`src/rtl/inst_mem_loader.sv`:
```
// Instruction-memory loader: streams words from a valid/ready source into the DMA write port
// while holding the CPU. Optional checksum verification is enabled by INST_LOADER_CSUM_EN.
module inst_mem_loader #(
  parameter int unsigned INST_WIDTH      = 32,
  parameter int unsigned INST_ADDR_WIDTH = 32,
  parameter int unsigned NUM_WORDS       = 128
) (
  input  logic                       cpu_clk,
  input  logic                       cpu_rst_n,
  input  logic                       load_start,
  input  logic [INST_ADDR_WIDTH-1:0] load_base,
  input  logic [INST_ADDR_WIDTH-1:0] load_len,
  input  logic                       load_abort,
`ifdef INST_LOADER_CSUM_EN
  input  logic [INST_WIDTH-1:0]      exp_csum,
`endif
  input  logic                       s_valid,
  input  logic [INST_WIDTH-1:0]      s_data,
  output logic                       s_ready,
  output logic [INST_ADDR_WIDTH-1:0] dma_inst_mem_waddr,
  output logic [INST_WIDTH-1:0]      dma_inst_mem_wdata,
  output logic                       inst_mem_write,
  output logic                       cpu_hold,
  output logic                       load_busy,
  output logic                       load_done,
  output logic                       load_err
);

  localparam int unsigned AW = INST_ADDR_WIDTH;

  localparam logic [1:0] StIdle = 2'd0;
  localparam logic [1:0] StLoad = 2'd1;
  localparam logic [1:0] StDone = 2'd2;

  localparam logic [AW:0] NumWordsExt = (AW + 1)'(NUM_WORDS);

  logic [1:0]            state_q, state_d;
  logic [AW-1:0]         addr_q, addr_d;
  logic [AW-1:0]         rem_q, rem_d;
  logic [AW-1:0]         waddr_q, waddr_d;
  logic [INST_WIDTH-1:0] wdata_q, wdata_d;
  logic                  wr_q, wr_d;
  logic                  err_q, err_d;

  logic                  hs;
  logic                  csum_mismatch;
  logic [AW:0]           end_addr;

  // One bit wider than the operands so base + len can never wrap past the check.
  assign end_addr = {1'b0, load_base} + {1'b0, load_len};

  assign s_ready = (state_q == StLoad) && (rem_q != '0);
  assign hs      = s_valid && s_ready;

`ifdef INST_LOADER_CSUM_EN
  logic [INST_WIDTH-1:0] csum_q, csum_d;
  logic [INST_WIDTH-1:0] exp_q, exp_d;

  always_comb begin
    csum_d = csum_q;
    exp_d  = exp_q;
    if (state_q == StIdle && load_start) begin
      csum_d = '0;
      exp_d  = exp_csum;
    end else if (hs) begin
      csum_d = csum_q + s_data;
    end
  end

  always_ff @(posedge cpu_clk or negedge cpu_rst_n) begin
    if (!cpu_rst_n) begin
      csum_q <= '0;
      exp_q  <= '0;
    end else begin
      csum_q <= csum_d;
      exp_q  <= exp_d;
    end
  end

  assign csum_mismatch = (state_q == StDone) && (csum_q != exp_q);
`else
  assign csum_mismatch = 1'b0;
`endif

  always_comb begin
    state_d = state_q;
    addr_d  = addr_q;
    rem_d   = rem_q;
    waddr_d = waddr_q;
    wdata_d = wdata_q;
    wr_d    = 1'b0;
    err_d   = err_q;
    case (state_q)
      StIdle: begin
        if (load_start) begin
          addr_d = load_base;
          rem_d  = load_len;
          err_d  = 1'b0;
          if (end_addr > NumWordsExt) begin
            err_d   = 1'b1;
            state_d = StDone;
          end else if (load_len == '0) begin
            state_d = StDone;
          end else begin
            state_d = StLoad;
          end
        end
      end
      StLoad: begin
        if (hs) begin
          wr_d    = 1'b1;
          waddr_d = addr_q;
          wdata_d = s_data;
          addr_d  = addr_q + AW'(1);
          rem_d   = rem_q - AW'(1);
          if (rem_q == AW'(1)) begin
            state_d = StDone;
          end
        end
        // Abort wins over completion; a same-cycle handshake still writes.
        if (load_abort) begin
          state_d = StIdle;
          err_d   = 1'b1;
        end
      end
      StDone: begin
        state_d = StIdle;
        if (csum_mismatch) begin
          err_d = 1'b1;
        end
      end
      default: state_d = StIdle;
    endcase
  end

  always_ff @(posedge cpu_clk or negedge cpu_rst_n) begin
    if (!cpu_rst_n) begin
      state_q <= StIdle;
      addr_q  <= '0;
      rem_q   <= '0;
      waddr_q <= '0;
      wdata_q <= '0;
      wr_q    <= 1'b0;
      err_q   <= 1'b0;
    end else begin
      state_q <= state_d;
      addr_q  <= addr_d;
      rem_q   <= rem_d;
      waddr_q <= waddr_d;
      wdata_q <= wdata_d;
      wr_q    <= wr_d;
      err_q   <= err_d;
    end
  end

  assign dma_inst_mem_waddr = waddr_q;
  assign dma_inst_mem_wdata = wdata_q;
  assign inst_mem_write     = wr_q;
  assign load_busy          = (state_q != StIdle);
  assign load_done          = (state_q == StDone);
  // Hold also covers the trailing write cycle after an abort returns to idle.
  assign cpu_hold           = (state_q != StIdle) || wr_q;
  assign load_err           = err_q || csum_mismatch;

endmodule
```
`config.mk`:
```
export PLATFORM = sky130hd
export DESIGN_NAME = inst_mem_loader
export DESIGN_NICKNAME = d
export VERILOG_FILES = /design/src/rtl/inst_mem_loader.sv
export SDC_FILE = /design/constraint.sdc
export NUM_CORES = 1
export LEC_CHECK = 0
export BUFFER_PORTS_ARGS = -buffer_cell sky130_fd_sc_hd__clkbuf_2
export CAP_MARGIN = 20
export CORE_MARGIN = 10
export CORE_UTILIZATION = 30
export CTS_CLUSTER_DIAMETER = 40
export CTS_CLUSTER_SIZE = 16
export DETAILED_ROUTE_END_ITERATION = 10
export PLACE_DENSITY = 0.49
export SLEW_MARGIN = 5
export SYNTH_ARGS = -nofsm -noshare
export SYNTH_HDL_FRONTEND = slang
export SYNTH_SLANG_ARGS = --single-unit
```
`constraint.sdc`:
```
create_clock -name cpu_clk -period 3.8 [get_ports cpu_clk]
set_input_delay 0.76 -clock cpu_clk [delete_from_list [all_inputs] [get_ports cpu_clk]]
set_output_delay 0.76 -clock cpu_clk [all_outputs]
set_load 0.03 [all_outputs]
```
== Word-level counts from Yosys, hierarchy flattened ==
Cells that the tools add are included.
W data, S select, Z words.
Storage, ports and cells
  output and inout bits: 70
  input port bits: 101
  logic and storage cells: 50
  register bits: 132
Cells by class
  reductions and logical operators: 12
  eq/ne operators: 8
  add/subtract/negate cells: 3
  multiplexer cells: 19
  order comparisons: 1
Operators by type and width (number)
  $mux W32: 4
  $pmux W32 S2: 2
  $add A32 B32 Y33: 1
  $gt A33 B8 Y1 const B: 1
  $add A32 B1 Y32 const B: 1
  $eq A32 B1 Y1 const B: 1
  $logic_not A32 Y1: 1
  $reduce_bool A32 Y1: 1
  $sub A32 B1 Y32 const B: 1
  $mux W2: 6
  $reduce_and A3 Y1: 3
  $ne A2 B2 Y1 const B: 3
  $mux W1: 5
  $pmux W2 S2: 1
  $reduce_bool A2 Y1: 2
  $ne A3 B2 Y1 const B: 1
  $ne A3 B3 Y1 const B: 1
  $eq A2 B1 Y1 const B: 1
  $eq A2 B2 Y1 const B: 1
  $logic_and A1 B1 Y1: 2
  $logic_not A2 Y1: 1
  $pmux W1 S2: 1
  $reduce_and A2 Y1: 1
  $logic_or A1 B1 Y1: 1

== Depth between registers and ports, before layout ==
Gate-level depths: netlist (run 1).
  depth after elaboration: 6
  gate-level depth with buffers: 14
  gate-level depth less buffers: 12

== Worst setup path before layout (run 1) ==
No wires, ideal clock.
  path type: input -> register
  start: in load_base[0]
  end: reg state_q[1]
  path buffers: 0
  slack: -0.152 ns
  setup time: 0.122 ns
  required time: 3.678 ns
  stages: 12
  arrival: 3.830 ns
  cells stage by stage: ha_1 fa_1 a21o_1 a221o_1 a21oi_2 or4_1 nand3_1 xnor2_1 nand4_4 or4b_1 or4_4 a32o_1
On the way
  word-level cells in the longest chain between the ends: 5
RTL lines
  start, declared: RTL line 11  | input logic [INST_ADDR_WIDTH-1:0] load_base,
  $add A32 B32 Y33: RTL line 50  | assign end_addr = {1'b0, load_base} + {1'b0, load_len};
  $gt A33 B8 Y1: RTL line 99  | if (end_addr > NumWordsExt) begin
  $mux W2: RTL line 99
  $mux W2: RTL line 95  | if (load_start) begin
  $pmux W2 S2: RTL line 93  | case (state_q)
  end signal, assigned: RTL line 138  | state_q <= StIdle;
  end signal, assigned: RTL line 146  | state_q <= state_d;
  end, declared: RTL line 37  | logic [1:0] state_q, state_d;
No other way between the ends. The select of a mux whose other input is x is not followed.
A chain may end at the register's enable or synchronous reset.

== Final worst setup path (run 1) ==
Same ends and word-level chain as after synthesis.

==> results.cfg, run 1 <==
[status]
status = finished clean

[clocking]
cts_buffers = 17
cts_hold_buffers = 0
clk_latency_ps = 420
cts_tree = yes
clock_sinks = 132
cts_buffer_depth = 2
htree_num_levels = 4
cts_root_buffer = clkbuf_16
clk_pin_slew_ps = 60

[drt]
wl_met2_mm = 13.6
ant_nets = 0
vias = 8923
dr.pass1.iters = 5
via_per_inst = 5.00
routed.top_layer = met4
drc = 0
wl_per_cell_um = 16.8
drt_iter0_markers = 521
wl_met3_mm = 1.63
drt-total-wl_mm = 30.1
wl_met1_mm = 14.5

[timing]
period_minus_slack_ps = 3710
max_slew_margin_pct = 33.6
hold_slack_ps = 327
rsz0062_at_grt = no
finalCritPeriodShare_pct = 97.5
setup_viol = 0
timing.fmax_mhz = 270
skew_ps = 13.0
fin_ws_ps = 93.7
worst_pin_slew_ps = 996
slew_viol_final = 0
finalHoldViolCount = 0

[synth]
dominantRegCellSynth = dfrtp_1
ys_ff_latch = 132
synthTopCellsByArea = dfrtp_1, nand2_1, a21oi_1, ha_1, o21ai_0
yosysWarningCount = 0
synth_top_area_cell = dfrtp_1
synth_cell_types = 73
avgSynthCellArea_sq_um = 7.78
synth_top_area_share_pct = 39.0
ys_seq_area_share_pct = 39.0
ys_async_sr_fraction_pct = 100
synth_nets = 1227
syn_inst = 1090
synth_edf_count = 0
syn_area_sq_mm = 0.00848

[critical_path]
path_class = input pin to register
crit_path_start_kind = input pin
arrival_ps = 4020
crit_fanout = 3
critPathCaptureType = register
cp_data_required_time_ps = 4110

[cells_and_area]
final_cell_mix = nand2_1, buf_4, clkbuf_2, dfrtp_1, a21oi_1
drive_above_1_share_pct = 29.5
nets = 1532
areaGrowthSynthToFinish_pct = 37.0
fin_area_sq_mm = 0.0116
layout_commonest_cell = nand2_1
fillerInstances = 2928
diodes = 0

[floorplan]
core.rowCount = 61
start_util_pct = 30.4
die-area_sq_mm = 0.0354
coreArea_sq_mm = 0.0279
io_pins = 171
die_x_um = 188
die_y_um = 188

[power]
p_leak_uw = 0.00556
irDropWorstVdd_uv = 167
p_per_area_mw_per_mm2 = 393

[placed_design]
place_worst_setup_slack_ps = -447
place_area_sq_mm = 0.0109
post-dp-hpwl_mm = 23.5
gp_congestion = 0.887
portBuffers = 170

[job]
max_cap_violations = 0

[global_routing]
grt_max_degree = 106
grt_pass1_wl_mm = 48.1
antenna_found_initial = 0
grt-ovfl-total = 0
grt_use_total_pct = 16.8
grt_pass1_vias = 8660

[min_path]
worstHoldPathType = input pin to async pin
per-layer routing:
| metal | track usage [%] | vias up |
|---|---|---|
| met4 | 4.09 | 0 |
| met5 | 0 | - |
| met1 | 22.9 | 4146 |
| met3 | 3.69 | 27 |
| met2 | 26.2 | 255 |
| li1 | - | 4495 |
through the flow:
stage,util [%],cells,total power (uW),TNS (ps)
after CTS,41.4,1784,4600,0
after global routing,41.7,1786,4810,0
after floorplan,-,1090,2240,-84.2
after global placement,39.1,1752,2740,-919
final,41.7,1786,4560,0
after detailed placement,39.1,1752,2740,-1020
cell type report:
class	instances	area, sq um	area share (%)
inverter	12	45.0	0.388
clock buffer	19	443	3.81
sequential	132	3300	28.4
clock inverter	13	206	1.78
timing repair buffer	346	2190	18.9
tap	378	473	4.07
multi-input combinational	886	4950	42.6
power by group:
group / leakage, uW / internal (uW) / switching (uW) / total [uW]
combinational: 0.00360 / 469 / 605 / 1070
sequential: 0.00165 / 1540 / 129 / 1670
clock: 0.000313 / 1180 / 642 / 1820
total: 0.00556 / 3190 / 1380 / 4560
synth_stat cells (all sizes together) (3+ instances only):
| cell | count |
|---|---|
| a211oi | 6 |
| nor2 | 72 |
| or4 | 3 |
| o21a | 8 |
| a31oi | 10 |
| a211o | 3 |
| a21o | 11 |
| nor2b | 6 |
| xnor2 | 10 |
| inv | 12 |
| clkbuf | 47 |
| o32ai | 7 |
| dfrtp | 132 |
| o211ai | 3 |
| or2 | 5 |
| mux2i | 3 |
| o22ai | 14 |
| o22a | 6 |
| or3 | 5 |
| nand2 | 287 |
| nor3 | 28 |
| nand2b | 7 |
| nand4 | 21 |
| buf | 13 |
| ha | 35 |
| and3 | 10 |
| a21oi | 134 |
| o21ai | 88 |
| nand3 | 28 |
| o21bai | 5 |
| nor4 | 18 |
| and2 | 3 |
| and4 | 3 |
| a22oi | 6 |
| xor2 | 10 |
critical path: stages:
cell      delay, ps
clkbuf_2         90
ha_2            190
fa_2            340
a21o_1          230
a221o_1         370
a21oi_4         200
buf_4           140
xnor2_1          60
a211oi_2        150
buf_4           160
nand4_4          60
or4b_4          500
or4_4           540
a32o_1          210
repair_timing:
item / CTS / global route
setup endpoints to repair: 0 / 3
setup buffers: 0 / 2
resized for setup: 0 / 11
state kept, by name, summed over array words and instances, names as in the netlist:
register            flops
inst_mem_write          1
addr_q                 32
dma_inst_mem_wdata     32
load_err                1
state_q                 2
dma_inst_mem_waddr     32
rem_q                  32
worst paths after layout:
path                                                    startpoint                                 end  slack, ps  cells after the start
worst min register to register  dma_inst_mem_wdata[28]$_DFFE_PN0P_  dma_inst_mem_wdata[28]$_DFFE_PN0P_        470                      2
worst min-delay path                                     cpu_rst_n  dma_inst_mem_wdata[28]$_DFFE_PN0P_        330                      1
worst max register to register                rem_q[0]$_DFFE_PN0P_              addr_q[29]$_DFFE_PN0P_        630                     12
min in group cpu_clk            dma_inst_mem_wdata[28]$_DFFE_PN0P_  dma_inst_mem_wdata[28]$_DFFE_PN0P_        470                      2
max in group asynchronous                                cpu_rst_n   dma_inst_mem_wdata[5]$_DFFE_PN0P_       2640                      2
worst max-delay path                                  load_base[0]              state_q[1]$_DFFE_PN0P_         90                     14
kinds of logic (layout without fill, tap and decap cells):
family,after synthesis,count (layout),synth area share [%]
muxes,3,3,0.354
xor gates and xnor gates,20,20,2.07
DFF,132,132,39.0
AOI/OAI and AO/OA,326,326,23.0
buffers and inverters,72,390,4.03
adders and majority gates,36,36,5.40
and+or+nand+nor,501,501,26.1
No activity file was read; power rests on OpenSTA's default activity.
==> run 2: changes to the inputs <==
--- a/config.mk
+++ b/config.mk
@@ -7,12 +7,14 @@
 export LEC_CHECK = 0
 export BUFFER_PORTS_ARGS = -buffer_cell sky130_fd_sc_hd__clkbuf_2
 export CAP_MARGIN = 20
+export CELL_PAD_IN_SITES_DETAIL_PLACEMENT = 0
+export CELL_PAD_IN_SITES_GLOBAL_PLACEMENT = 1
 export CORE_MARGIN = 10
 export CORE_UTILIZATION = 30
 export CTS_CLUSTER_DIAMETER = 40
 export CTS_CLUSTER_SIZE = 16
 export DETAILED_ROUTE_END_ITERATION = 10
-export PLACE_DENSITY = 0.49
+export PLACE_DENSITY = 0.63
 export SLEW_MARGIN = 5
 export SYNTH_ARGS = -nofsm -noshare
 export SYNTH_HDL_FRONTEND = slang
==> run 2 against run 1 <==
Flip-flop and latch count is the same. Critical path depth is the same. Wire length grew 2.4%. Critical path type unchanged. Sequential power is essentially flat. Clock skew shrank 2.6 ps. Sequential share of layout area is essentially flat. Clock power shrank 15%. Total power shrank 5.8%. Setup slack lost 38 ps. Final area is essentially flat. Highest routed layer unchanged. Clock-buffer cell count is the same. Die area is the same. Largest cell class unchanged.
==> results.cfg, run 2 (synthesized netlist as in run 1, its figures left out) <==
[clocking]
clk_pin_slew_ps = 60
cts_root_buffer = clkbuf_16
cts_buffers = 17
cts_buffer_depth = 2
htree_num_levels = 4
cts_tree = yes
cts_hold_buffers = 0
clk_latency_ps = 420
clock_sinks = 132

[drt]
vias = 8924
ant_nets = 0
drt-total-wl_mm = 30.8
dr.pass1.iters = 5
via_per_inst = 4.99
wl_per_cell_um = 17.2
drc = 0
drt_iter0_markers = 534

[global_routing]
grt_pass1_vias = 8819
grt-ovfl-total = 0
antenna_found_initial = 0
grt_use_total_pct = 17.0
grt_pass1_wl_mm = 48.8
grt_max_degree = 80

[critical_path]
path_class = input pin to register
crit_start = load_base[0]
slowest_delay_ps = 540
crit_path_start_kind = input pin
crit_fanout = 3
crit_slowest_cell = or4_4
timing.rr.start = addr_q[0]$_DFFE_PN0P_
arrival_ps = 4050
reg2reg_to = addr_q[30]$_DFFE_PN0P_
rrSetupSlack_ps = 670
path_cells = clkbuf_2 -> ha_4 -> fa_2 -> a21o_1 -> a221o_1 -> buf_6 -> xnor2_2 -> nand4_1 -> a211oi_2 -> buf_4 -> nand4_4 -> or4b_4 -> or4_4 -> a32o_1
reg2reg_depth = 10
cp_data_required_time_ps = 4110
critPathCaptureType = register

[job]
max_cap_violations = 0

[floorplan]
io_pins = 171
coreArea_sq_mm = 0.0279
start_util_pct = 30.4
die_y_um = 188
core.rowCount = 61
die-area_sq_mm = 0.0354
die_x_um = 188

[timing]
finalCritPeriodShare_pct = 98.5
period_minus_slack_ps = 3740
worst_pin_slew_ps = 795
fin_setup_tns_ps = 0
timing.fmax_mhz = 267
rsz0062_at_grt = yes
setup_viol = 0
slew_viol_final = 0
finalHoldViolCount = 0
max_slew_margin_pct = 47.0
skew_ps = 10.4

[cells_and_area]
nets = 1537
final_cell_mix = nand2_1, buf_4, clkbuf_2, dfrtp_1, a21oi_1
areaGrowthSynthToFinish_pct = 36.8
fin_area_sq_mm = 0.0116
diodes = 0
seqCellArea_sq_mm = 0.00330
drive_above_1_share_pct = 29.9
layout_commonest_cell = nand2_1
fillerInstances = 2918
multiInputGateArea_sq_mm = 0.00497

[power]
irDropWorstVdd_uv = 206
p_leak_uw = 0.00556
p_per_area_mw_per_mm2 = 370

[placed_design]
place_area_sq_mm = 0.0110
portBuffers = 170
gp_congestion = 0.904
post-dp-hpwl_mm = 23.6

[min_path]
worstHoldPathType = input pin to async pin

[status]
status = finished clean
-- run 2: cell count changes in the layout (fill, tap and decap cells not counted), sizes merged --
cell	previous run	this run
bufinv	5	1
clkinvlp	2	3
buf	177	182
clkinv	6	7
-- run 2: how the worst max path moves through the flow --
stage	to	slack [ps]	cells past startpoint
global route	state_q[1]$_DFFE_PN0P_	-0.7	14
global placement	state_q[1]$_DFFE_PN0P_	-370	14
detailed placement	state_q[1]$_DFFE_PN0P_	-420	13
floorplan	state_q[1]$_DFFE_PN0P_	-80	12
finish	state_q[1]$_DFFE_PN0P_	60	14
CTS	state_q[1]$_DFFE_PN0P_	40	13
-- run 2: critical path, delay by kind of cell --
family                     cells  cell delay [ps]
AOI/OAI and AO/OA              4             1060
buffers and inverters          3              400
adders and majority gates      2              510
xor gates and xnor gates       1              110
and+or+nand+nor                4             1200
-- run 2: area by class of cell --
type / instances / share of cell area, %
Clock buffer: 19 / 3.90
Inverter: 12 / 0.388
Sequential cell: 132 / 28.5
Tap cell: 378 / 4.08
Timing Repair Buffer: 351 / 19.6
Clock inverter: 11 / 0.755
Multi-Input combinational cell: 886 / 42.9
-- run 2: metrics by stage --
stage | setup slack [ps] | total power [uW] | std cells | hold slack [ps] | utilization, %
global placement | -369 | 2750 | 1758 | 456 | 39.4
CTS | 38.4 | 4320 | 1788 | 429 | 41.3
finish | 55.6 | 4300 | 1789 | 408 | 41.7
detailed placement | -419 | 2760 | 1758 | 461 | 39.4
global route | -0.719 | 4540 | 1789 | 461 | 41.7
floorplan | -84.2 | 2240 | 1090 | 441 | -
-- run 2: per-layer routing --
layer  up-vias  global-route usage [%]  routed length (um)
li1       4526                       -                   -
met1      4147                    22.9               14900
met2       216                    26.5               13900
met3        35                    3.12                1420
met4         0                    5.85                 590
met5         -                       0                   0
-- run 2: what timing repair did --
action	in CTS	in global routing
gates resized for setup	0	15
endpoints found under the setup margin	0	3
buffers inserted	0	1
-- run 2: report_power, final --
| part | leakage [uW] | internal (uW) | switching (uW) | total, uW |
|---|---|---|---|---|
| clock network | 0.000266 | 916 | 622 | 1540 |
| registers | 0.00165 | 1540 | 130 | 1670 |
| logic | 0.00365 | 478 | 612 | 1090 |
